File: config.mk
export PLATFORM = sky130hd
export DESIGN_NAME = alu_status_unit
export DESIGN_NICKNAME = d
export VERILOG_FILES = /design/src/rtl/alu_status_unit.sv
export SDC_FILE = /design/constraint.sdc
export NUM_CORES = 1
export LEC_CHECK = 0
export ABC_AREA = 1
export CAP_MARGIN = 25
export CORE_MARGIN = 4
export CORE_UTILIZATION = 47
export CTS_BUF_LIST = sky130_fd_sc_hd__clkbuf_2
export CTS_CLUSTER_DIAMETER = 60
export DETAILED_ROUTE_END_ITERATION = 6
export PLACE_DENSITY = 0.95
export SYNTH_ARGS = -nofsm -noshare
export SYNTH_HDL_FRONTEND = slang
export SYNTH_SLANG_ARGS = --single-unit
File: constraint.sdc
create_clock -name clk -period 2.14 [get_ports clk]
set_input_delay 0.214 -clock clk [delete_from_list [all_inputs] [get_ports clk]]
set_output_delay 0.214 -clock clk [all_outputs]
set_load 0.02 [all_outputs]
File: src/rtl/alu_status_unit.sv
//------------------------------------------------------------------------------
// Module  : alu_status_unit
// Brief   : Status register, conditional jump resolution and trap sequencing.
//           Optional macro SR_SAVE_EN adds a shadow of SR[3:0] across traps.
// Revision: 1.0 - initial release
//------------------------------------------------------------------------------
`default_nettype none

module alu_status_unit #(
    parameter int                 ADDR_W   = 20,
    parameter logic [ADDR_W-1:0]  TRAP_VEC = '0
) (
    input  logic              clk,
    input  logic              rst,
    input  logic              alu_valid,
    input  logic              alu_zero,
    input  logic              alu_sign,
    input  logic              alu_carry,
    input  logic              alu_mode,
    input  logic              op_valid,
    input  logic [2:0]        op,
    input  logic [7:0]        sr_din,
    input  logic [ADDR_W-1:0] pc_in,
    input  logic [ADDR_W-1:0] jump_target,
    input  logic              trap_ack,
    output logic [7:0]        sr,
    output logic [ADDR_W-1:0] next_pc,
    output logic              jump_taken,
    output logic              trap,
    output logic              op_done
);

    localparam logic [2:0] c_op_nop  = 3'b000;
    localparam logic [2:0] c_op_lsr  = 3'b001;
    localparam logic [2:0] c_op_xsr  = 3'b010;
    localparam logic [2:0] c_op_jmp  = 3'b011;
    localparam logic [2:0] c_op_jz   = 3'b100;
    localparam logic [2:0] c_op_js   = 3'b101;
    localparam logic [2:0] c_op_jzs  = 3'b110;
    localparam logic [2:0] c_op_trap = 3'b111;

    typedef enum logic [1:0] {
        S_RUN        = 2'b00,
        S_TRAP_ENTER = 2'b01,
        S_TRAP       = 2'b10
    } state_t;

    state_t            r_state, w_state_next;
    logic [3:0]        r_sr_lo, w_sr_lo_next;
    logic              r_sr_trap, w_sr_trap_next;
    logic [ADDR_W-1:0] r_next_pc, w_next_pc_next;
    logic              r_jump_taken, w_jump_next;
    logic              r_op_done, w_done_next;
    logic              w_cond;
    logic              w_unused;

    // Upper operand bits carry no meaning for LSR/XSR.
    assign w_unused = ^sr_din[7:4];

`ifdef SR_SAVE_EN
    logic [3:0] r_shadow, w_shadow_next;
`endif

    // Jump condition is judged on the SR value held before this edge.
    always_comb begin
        w_cond = 1'b0;
        case (op)
            c_op_jmp: w_cond = 1'b1;
            c_op_jz:  w_cond = r_sr_lo[0];
            c_op_js:  w_cond = r_sr_lo[1];
            c_op_jzs: w_cond = r_sr_lo[0] | r_sr_lo[1];
            default:  w_cond = 1'b0;
        endcase
    end

    always_comb begin
        w_state_next   = r_state;
        w_sr_lo_next   = r_sr_lo;
        w_sr_trap_next = r_sr_trap;
        w_next_pc_next = r_next_pc;
        w_jump_next    = 1'b0;
        w_done_next    = 1'b0;
`ifdef SR_SAVE_EN
        w_shadow_next  = r_shadow;
`endif
        case (r_state)
            S_RUN: begin
                if (alu_valid) begin
                    w_sr_lo_next = {alu_mode, alu_carry, alu_sign, alu_zero};
                end
                if (op_valid) begin
                    if (op == c_op_trap) begin
                        w_state_next = S_TRAP_ENTER;
                    end else begin
                        // Explicit SR writes take priority over ALU flag updates.
                        if (op == c_op_lsr) begin
                            w_sr_lo_next = sr_din[3:0];
                        end else if (op == c_op_xsr) begin
                            w_sr_lo_next = r_sr_lo ^ sr_din[3:0];
                        end
                        w_done_next    = 1'b1;
                        w_jump_next    = w_cond;
                        w_next_pc_next = w_cond ? jump_target : pc_in + ADDR_W'(1);
                    end
                end
            end
            S_TRAP_ENTER: begin
                w_sr_trap_next = 1'b1;
                w_next_pc_next = TRAP_VEC;
                w_done_next    = 1'b1;
                w_state_next   = S_TRAP;
`ifdef SR_SAVE_EN
                w_shadow_next  = r_sr_lo;
`endif
            end
            S_TRAP: begin
                if (trap_ack) begin
                    w_sr_trap_next = 1'b0;
                    w_state_next   = S_RUN;
`ifdef SR_SAVE_EN
                    w_sr_lo_next   = r_shadow;
`endif
                end
            end
            default: w_state_next = S_RUN;
        endcase
    end

    always_ff @(posedge clk) begin
        if (rst) begin
            r_state      <= S_RUN;
            r_sr_lo      <= 4'h0;
            r_sr_trap    <= 1'b0;
            r_next_pc    <= '0;
            r_jump_taken <= 1'b0;
            r_op_done    <= 1'b0;
`ifdef SR_SAVE_EN
            r_shadow     <= 4'h0;
`endif
        end else begin
            r_state      <= w_state_next;
            r_sr_lo      <= w_sr_lo_next;
            r_sr_trap    <= w_sr_trap_next;
            r_next_pc    <= w_next_pc_next;
            r_jump_taken <= w_jump_next;
            r_op_done    <= w_done_next;
`ifdef SR_SAVE_EN
            r_shadow     <= w_shadow_next;
`endif
        end
    end

    assign sr         = {3'b000, r_sr_trap, r_sr_lo};
    assign next_pc    = r_next_pc;
    assign jump_taken = r_jump_taken;
    assign op_done    = r_op_done;
    assign trap       = (r_state != S_RUN);

endmodule

`default_nettype wire
* After elaboration in Yosys (flattened, before gate mapping)
Cells that the tools add are included.
** Cells by class
- Add/sub/neg operators :: 1
- Eq/ne operators :: 13
- Mux-type cells :: 19
- Bitwise logic cells :: 4
- Reduce and logical (&&, ||, !) cells :: 8
** Operators by type and width (count)
- $mux W20 :: 3
- $pmux W20 S2 :: 1
- $add A20 B1 Y20 const B :: 1
- $mux W4 :: 5
- $eq A3 B3 Y1 const B :: 4
- $ne A2 B2 Y1 const B :: 4
- $eq A3 B2 Y1 const B :: 2
- $mux W2 :: 3
- $pmux W2 S3 :: 1
- $reduce_and A3 Y1 :: 2
- $reduce_bool A2 Y1 :: 3
- $pmux W1 S2 :: 2
- $pmux W1 S4 :: 1
- $reduce_or A4 Y1 :: 1
- $xor A4 B4 Y4 :: 1
- $eq A3 B1 Y1 const B :: 1
- $mux W1 :: 3
- $eq A2 B1 Y1 const B :: 1
- $eq A2 B2 Y1 const B :: 1
- $logic_not A2 Y1 :: 1
- $not A1 Y1 :: 2
- $reduce_and A2 Y1 :: 1
- $or A1 B1 Y1 :: 1
** Word-level totals
- Bits in registers :: 29
- Input bits :: 60

* Depth between registers and ports, before layout
Gate-level depths: netlist of run 1.
- Word-level depth :: 6
- Mapped depth :: 11

* Least setup slack after synthesis of run 1
OpenSTA, ideal clock, no wires.
- Kind :: reg-to-reg
- Start :: register r_sr_lo[0]
- End :: register r_next_pc[13] (netlist: next_pc[13])
- Setup time :: 0.135 ns
- Arrival :: 1.178 ns
- Required time :: 2.005 ns
- Setup slack :: 0.827 ns
- Cell stages (with the launch flop) :: 8
- Path buffers :: 1
- Clock period less this slack :: 1.313 ns
- Cell sequence :: dfxtp_1 > a21oi_1 > nand2_1 > nand2_2 > buf_4 > or2_1 > nand3_1 > a21oi_1
** Between the ends
- Word-level cells in the longest chain between the ends :: 6
** Ends and longest elaborated chain
- from (decl) :: line 49 : logic [3:0] r_sr_lo, w_sr_lo_next;
- from (signal assigned) :: line 142 : r_sr_lo <= w_sr_lo_next;
- $or A1 B1 Y1 :: line 71 : c_op_jzs: w_cond = r_sr_lo[0] | r_sr_lo[1];
- $pmux W1 S4 (*) :: line 67 : case (op)
- $mux W20 (*) :: line 103 : w_next_pc_next = w_cond ? jump_target : pc_in + ADDR_W'(1);
- $mux W20 (*) :: line 92 : if (op == c_op_trap) begin
- $mux W20 (*) :: line 91 : if (op_valid) begin
- $pmux W20 S2 (*) :: line 86 : case (r_state)
- to (signal assigned) :: line 144 : r_next_pc <= w_next_pc_next;
- to (decl) :: line 51 : logic [ADDR_W-1:0] r_next_pc, w_next_pc_next;
Every way passes the cells marked *; elsewhere a longest branch is shown, timed or not. The select of a mux whose other input is x is not followed.
A chain may end at the register's enable or synchronous reset.

* Worst setup path after layout of run 1
- Start :: register r_state[1]
- End :: output port trap
** Between the ends
- Word-level cells in the longest chain between the ends :: 1
** Ends and longest elaborated chain
- from (decl) :: line 48 : state_t r_state, w_state_next;
- from (signal assigned) :: line 141 : r_state <= w_state_next;
- $reduce_bool A2 Y1 :: line 157 : assign trap = (r_state != S_RUN);
- to (decl) :: line 29 : output logic trap,
Every way passes these cells.

==> results.md, run 1 <==
* Global-route wire length before repair at ~9500 µm
* Final setup violation count at 0
* Yosys warns at 0
* Register area share after synthesis at 28.2%
* Share of cells above drive strength 1 at 8.52%
* Min-Delay Path Class: input port to register
* RSZ-0062 raised after global routing: no
* Post-Layout Cell Count at between 400 and 500
* Final worst path period share at 85.5%
* PD cells at around 470 mW/mm²
* GRT overflow at 0
* Least-Margin Pin Slew at about 550 ps
* Worst path cell trace: nor2_4 > inv_1 > clkdlybuf4s50_1
* DRT antenna net count at 0
* CP max stage delay at 550 ps
* Area after DPL at 0.00292 mm²
* Yosys cell types at 34
* Worst Path Arrival at 1620 ps
* P_leak at 1.18 nW
* Slew HR at 62.9%
* WS Path Type: register to output pin
* DIE HEIGHT at ~74 µm
* Worst r2r src: r_state[1]$_SDFFE_PP0P_
* Port Buf Inserts at 83
* Clock tree buffer depth at 2
* Synthesized instance count at about 330
* Router iterations before antenna repair at 4
* Largest net degree at the start of global routing at 42
* Yosys reg bits at 29
* Layout fillers at 340
* Residual DRC at 0
* Die area at 0.00551 mm²
* Clk_skew at 7.77 ps
* Fmax at approximately 550 MHz
* Syn Area/Cell at 6.28 µm²
* WL/cell at ~13 µm
* Critical Path End Type: output pin
* # diodes at 0
* Met2 Track Usage GR at between 30% and 40%
* Met1 Usage GRT at 26.6%
* Most common library cell in the layout ignoring fill and taps: clkdlybuf4s50_1
* Setup tns final at 0 ps
* Num ports at 91
* Via/cell ratio at 5.15
* Number of global-route vias before repair at 2240
* FF+latch area at 581 µm²
* Setup Buffers After CTS at 0
* CORE AREA at 0.00412 mm²
* Maxcap violations at 0
* Initial antenna violation count at 0
* Peak supply drop at about 0.34 mV
* Final wirelength at 5840 µm
* Row count at 23
* Cts hold-fix bufs at 0
* Met3 usage at 5.14%
* Status: finished, final reports clean
* Clock buffer count from CTS at 5
* Worst path required time at 1930 ps
* Commonest non-fill, non-tap cells in the layout: clkdlybuf4s50_1 (83), nand2_1 (77), a21oi_1 (33), nor2_1 (32), dfxtp_1 (29)
* Synth-to-layout area growth at 43.4%
* Hold_sp: trap_ack
* Crit-path max FO at 10
* Fin nets at ~470
* Number of hold violations in the final report at 0
* Clock sinks at 29
* DRT iter0 DRCs at between 100 and 150
* RD Place Congestion at 0.864
* Die X at 74.2 µm
* Post-synthesis instance area at 0.00206 mm²
* Final Max Slew Viols at 0
* H-tree levels at 2
* Number of cells after detailed placement at ~450
* DP Wirelength at 4660 µm
* Post-route design area at 0.00296 mm²
* Root buf cell: clkbuf_2
* Reg clk slew, reported paths at 140 ps
* GR peak layer: met2
* Post-cts resize count at 0
* Clock period minus worst slack at around 1800 ps
* Critical path launch point type: register
* Gr usage total at a little over a fifth
* CP Launch Point: r_state[1]$_SDFFE_PP0P_
* Slowest CP cell: clkdlybuf4s50_1
* CTS tree: done
* Via count at 2372
* Clk_lat worst skew at 350 ps
* Starting Density at roughly half
* Footprint of the multi-input gates at 0.00125 mm²
==> critical path, delay by kind of cell (launching register included) <==
kind	cells	cell delay (ps)
buf+inv	2	640
simple gates	1	240
flops	1	380
==> synthesized netlist by cell type (all sizes together) <==
cell type	n	area (µm²)
a21oi	35	183
a311oi	1	8.76
buf	14	97.6
clkbuf	2	7.51
clkinv	3	11.3
conb	1	3.75
dfxtp	29	581
ha	1	12.5
inv	32	120
nand2	81	314
nand3	31	170
nand3b	3	22.5
nand4	4	25.0
nor2	37	166
nor3	5	25.0
nor4b	1	8.76
o211ai	2	15.0
o21ai	24	120
o21bai	3	22.5
or2	8	50.1
xnor2	7	61.3
xor2	4	35.0
==> per-layer routing <==
metal	part of all wire [%]	wire length (µm)	vias to the layer above
met5	0	0	-
met4	2.8	163	0
met3	7.9	461	16
met2	48	2770	86
met1	42	2440	1043
li1	-	-	1227
==> power by group <==
part           total [mW]  internal (mW)  switching [mW]
sequential          0.604          0.580          0.0239
combinational       0.517          0.254           0.263
clock               0.256         0.0762           0.180
==> path summary, 6_finish.rpt <==
kind / endpoint / slack [ps] / depth (start not counted)
max: trap / 310 / 3
min: r_sr_trap$_SDFFE_PP0P_ / 460 / 2
max reg2reg: next_pc[4]$_SDFFE_PP0P_ / 680 / 7
min reg2reg: next_pc[10]$_SDFFE_PP0P_ / 470 / 2
==> per-stage QoR <==
stage	total power [mW]	hold slack (ps)	utilization, %	setup slack [ps]
floorplan	0.889	332	-	827
CTS	1.38	447	71.8	296
global placement	1.12	450	71.0	304
global route	1.46	471	71.8	225
finish	1.38	463	71.8	311
detailed placement	1.13	454	71.0	254
==> flip-flops by register name (all words and copies together) (netlist names) <==
signal	flops
next_pc	20
r_sr_lo	4
r_state	2
jump_taken	1
op_done	1
r_sr_trap	1
==> cell families after synthesis <==
family | synth area share [%]
buffers and inverters | 11.5
adders and majority gates | 0.607
AOI/OAI and AO/OA | 16.9
other | 0.182
DFF | 28.2
and+or+nand+nor | 37.9
xor gates and xnor gates | 4.68
==> cell type report <==
type                    count  area share (%)
multi-input cells         250            42.3
repair buffers             90            30.3
flip-flops and latches     29            19.6
inverters                  35            4.45
well taps                  50            2.12
clock buffers               6            1.02
clock inverters             1           0.127
Power figures use the tool's default switching activity.
==> inputs of run 2 (changes only) <==
--- a/config.mk
+++ b/config.mk
@@ -5,10 +5,10 @@
 export SDC_FILE = /design/constraint.sdc
 export NUM_CORES = 1
 export LEC_CHECK = 0
-export ABC_AREA = 1
+export ABC_AREA = 0
 export CAP_MARGIN = 25
-export CORE_MARGIN = 4
-export CORE_UTILIZATION = 47
+export CORE_MARGIN = 1
+export CORE_UTILIZATION = 46
 export CTS_BUF_LIST = sky130_fd_sc_hd__clkbuf_2
 export CTS_CLUSTER_DIAMETER = 60
 export DETAILED_ROUTE_END_ITERATION = 6
==> results.md, run 2 <==
* Clock period minus worst slack at 1870 ps
* Final core occ at between 70% and 80%
* Met3 usage at about 5.2%
* Crit-path max FO at 7
* Worst hold slack at between 400 and 500 ps
* Commonest cells post-synth: dfxtp_1 (29), o21ai_0 (27), nand2_1 (19), nor3_1 (13)
* Critical Path End Type: output pin
* Slew HR at 64.0%
* Yosys reg bits at 29
* # diodes at 0
* Via count at 2436
* Switch Pwr at around 490 µW
* Starting Density at 48.6%
* Synth-to-layout area growth at 55.8%
* Post-synthesis instance area at 0.00196 mm²
* Count leader, synth: dfxtp_1
* Setup tns final at 0 ps
* Setup Buffers After CTS at 0
* WS Path Type: register to output pin
* CORE AREA at 0.00403 mm²
* WL/cell at 16.5 µm
* PD cells at about 540 mW/mm²
* Clk_skew at 21.7 ps
* Peak supply drop at between 0.3 and 0.4 mV
* Final worst path period share at 87.2%
* Num ports at roughly 90
* Row count at 23
* Final wirelength at approximately 6500 µm
* Async set-or-reset flop fraction in the synthesized netlist at 0%
* Met1 Usage GRT at 33.0%
* Clk_lat worst skew at 380 ps
* Min-Delay Path Class: input port to register
* GRT overflow at 0
* Worst path required time at 1930 ps
* Total power at 1.65 mW
* RSZ-0062 raised after global routing: no
* Status: finished with violations
* Global-route wire length before repair at 10400 µm
* Yosys warns at 0
* Initial antenna violation count at 0
* Router iterations before antenna repair at 7
* Share of cells above drive strength 1 at approximately an eighth
* Number of hold violations in the final report at 0
* Top-area cell type share of the netlist area at just under 30%
* Port Buf Inserts at between 80 and 90
* Largest register FFs at 20
* Most common library cell in the layout ignoring fill and taps: clkdlybuf4s50_1
* H-tree levels at 2
* Least-Margin Pin Slew at 541 ps
* Die X at ~67 µm
* DRT iter0 DRCs at 394
* Cell-internal power at 1.16 mW
* Post-route design area at 0.00305 mm²
* Number of cells after detailed placement at ~390
* RD Place Congestion at 0.900
* DRT antenna net count at 0
* Yosys cell types at 52
* Maxcap violations at 0
* Fin nets at 403
* DIE HEIGHT at 67.2 µm
* Post-cts resize count at 0
* Reg clk slew, reported paths at 180 ps
* Area after DPL at a little under 0.003 mm²
* Switching part of the total at between 20% and 30%
* DP Wirelength at 4880 µm
* Fmax at 536 MHz
* Top post-synthesis cells by area: dfxtp_1 (30%), o21ai_0 (6.9%), nand2_1 (3.6%)
* CTS tree: done
* EDFF count, synth at 0
* Failing checks: design-rule violations
* Final setup violation count at 0
* Via/cell ratio at 6.20
* Critical path launch point type: register
* Post-Layout Cell Count at 393
* Gr usage total at between 30% and 40%
* Clock tree buffer depth at 2
* Die area at 0.00452 mm²
* Worst Path Arrival at roughly 1700 ps
* Clock power share at 32.1%
* Residual DRC at 1
* Met2 Track Usage GR at 54.5%
* Ys flop type: dfxtp_1
* Synthesized instance count at 242
* Clock buffer count from CTS at 5
* Syn Area/Cell at between 8 and 9 µm²
* Final Max Slew Viols at 0
* Number of global-route vias before repair at between 2k and 2.5k
* Final WS setup at between 200 and 300 ps
* Largest net degree at the start of global routing at 16
* Sequential fraction of design power at between 30 and 40%
* GR peak layer: met2
* Clock sinks at 29
* Leading area contributor after synthesis: dfxtp_1
* P_leak at 1.08 nW
* Root buf cell: clkbuf_2
* Pre-CTS setup slack at 21.4 ps
* Commonest non-fill, non-tap cells in the layout: clkdlybuf4s50_1 (83), dfxtp_1 (29), buf_4 (28), o21ai_0 (27), nand2_1 (19)
* Register area share after synthesis at 29.7%
* Logic pwr share at between 30% and 40%
* Cts hold-fix bufs at 0
run 2: changes by cell type after synthesis, moves of 10 or more:
cell     delta
a21oi_1    -31
inv_1      -17
nand2_1    -58
nand3_1    -19
nor2_1     -23
o21ai_0    +13
o21ai_1    -10
run 2: power groups by stage:
| stage | clock network, mW | registers (mW) | logic, mW |
|---|---|---|---|
| 2_1_floorplan | 0 | 0.664 | 0.184 |
| 3_3_place_gp | 0 | 0.617 | 0.486 |
| 3_5_place_dp | 0 | 0.618 | 0.501 |
| 4_1_cts | 0.527 | 0.607 | 0.505 |
| 5_1_grt | 0.554 | 0.612 | 0.546 |
| 6_report | 0.529 | 0.608 | 0.509 |
run 2: cells by family after synthesis:
kind of cell / count (synthesis) / share of synthesized area, %
buffers and inverters: 28 / 7.16
other: 1 / 0.192
adder cells (fa/ha/maj): 1 / 0.639
flip-flops: 29 / 29.7
XOR/XNOR: 9 / 4.03
multiplexers: 5 / 2.56
AO/OA/AOI/OAI: 72 / 25.6
AND/OR/NAND/NOR: 97 / 30.1
run 2: area by class of cell:
class	count	area (µm²)
multi-input cells	187	1240
inverters	8	30.0
flip-flops and latches	29	581
fillers	293	981
well taps	50	62.6
clock buffers	5	25.0
repair buffers	111	1040
clock inverters	3	65.1
run 2: worst paths after layout:
path | startpoint | endpoint | slack [ps] | cells after the start
max reg2reg | r_state[1]$_SDFFE_PP0P_ | next_pc[19]$_SDFFE_PP0P_ | 290 | 4
max | r_state[1]$_SDFFE_PP0P_ | trap | 270 | 3
min reg2reg | next_pc[6]$_SDFFE_PP0P_ | next_pc[6]$_SDFFE_PP0P_ | 470 | 2
min | jump_target[14] | next_pc[14]$_SDFFE_PP0P_ | 450 | 3
run 2: layer usage:
| layer | part of all wire (%) | wire length [µm] |
|---|---|---|
| met1 | 38 | 2450 |
| met2 | 51 | 3310 |
| met3 | 7.5 | 483 |
| met4 | 3.6 | 231 |
| met5 | 0 | 0 |
run 2: critical path, cell delays in order, from the launching register on:
cell and delay (ps):
dfxtp_1 460, nor2_1 100, inv_1 100, clkdlybuf4s50_1 610
==> inputs of run 3 (changes only) <==
--- a/config.mk
+++ b/config.mk
@@ -11,6 +11,7 @@
 export CORE_UTILIZATION = 46
 export CTS_BUF_LIST = sky130_fd_sc_hd__clkbuf_2
 export CTS_CLUSTER_DIAMETER = 60
+export CTS_CLUSTER_SIZE = 20
 export DETAILED_ROUTE_END_ITERATION = 6
 export PLACE_DENSITY = 0.95
 export SYNTH_ARGS = -nofsm -noshare
==> results of run 3 <==
Final layout, timing and power as in run 2 (identical DEF).
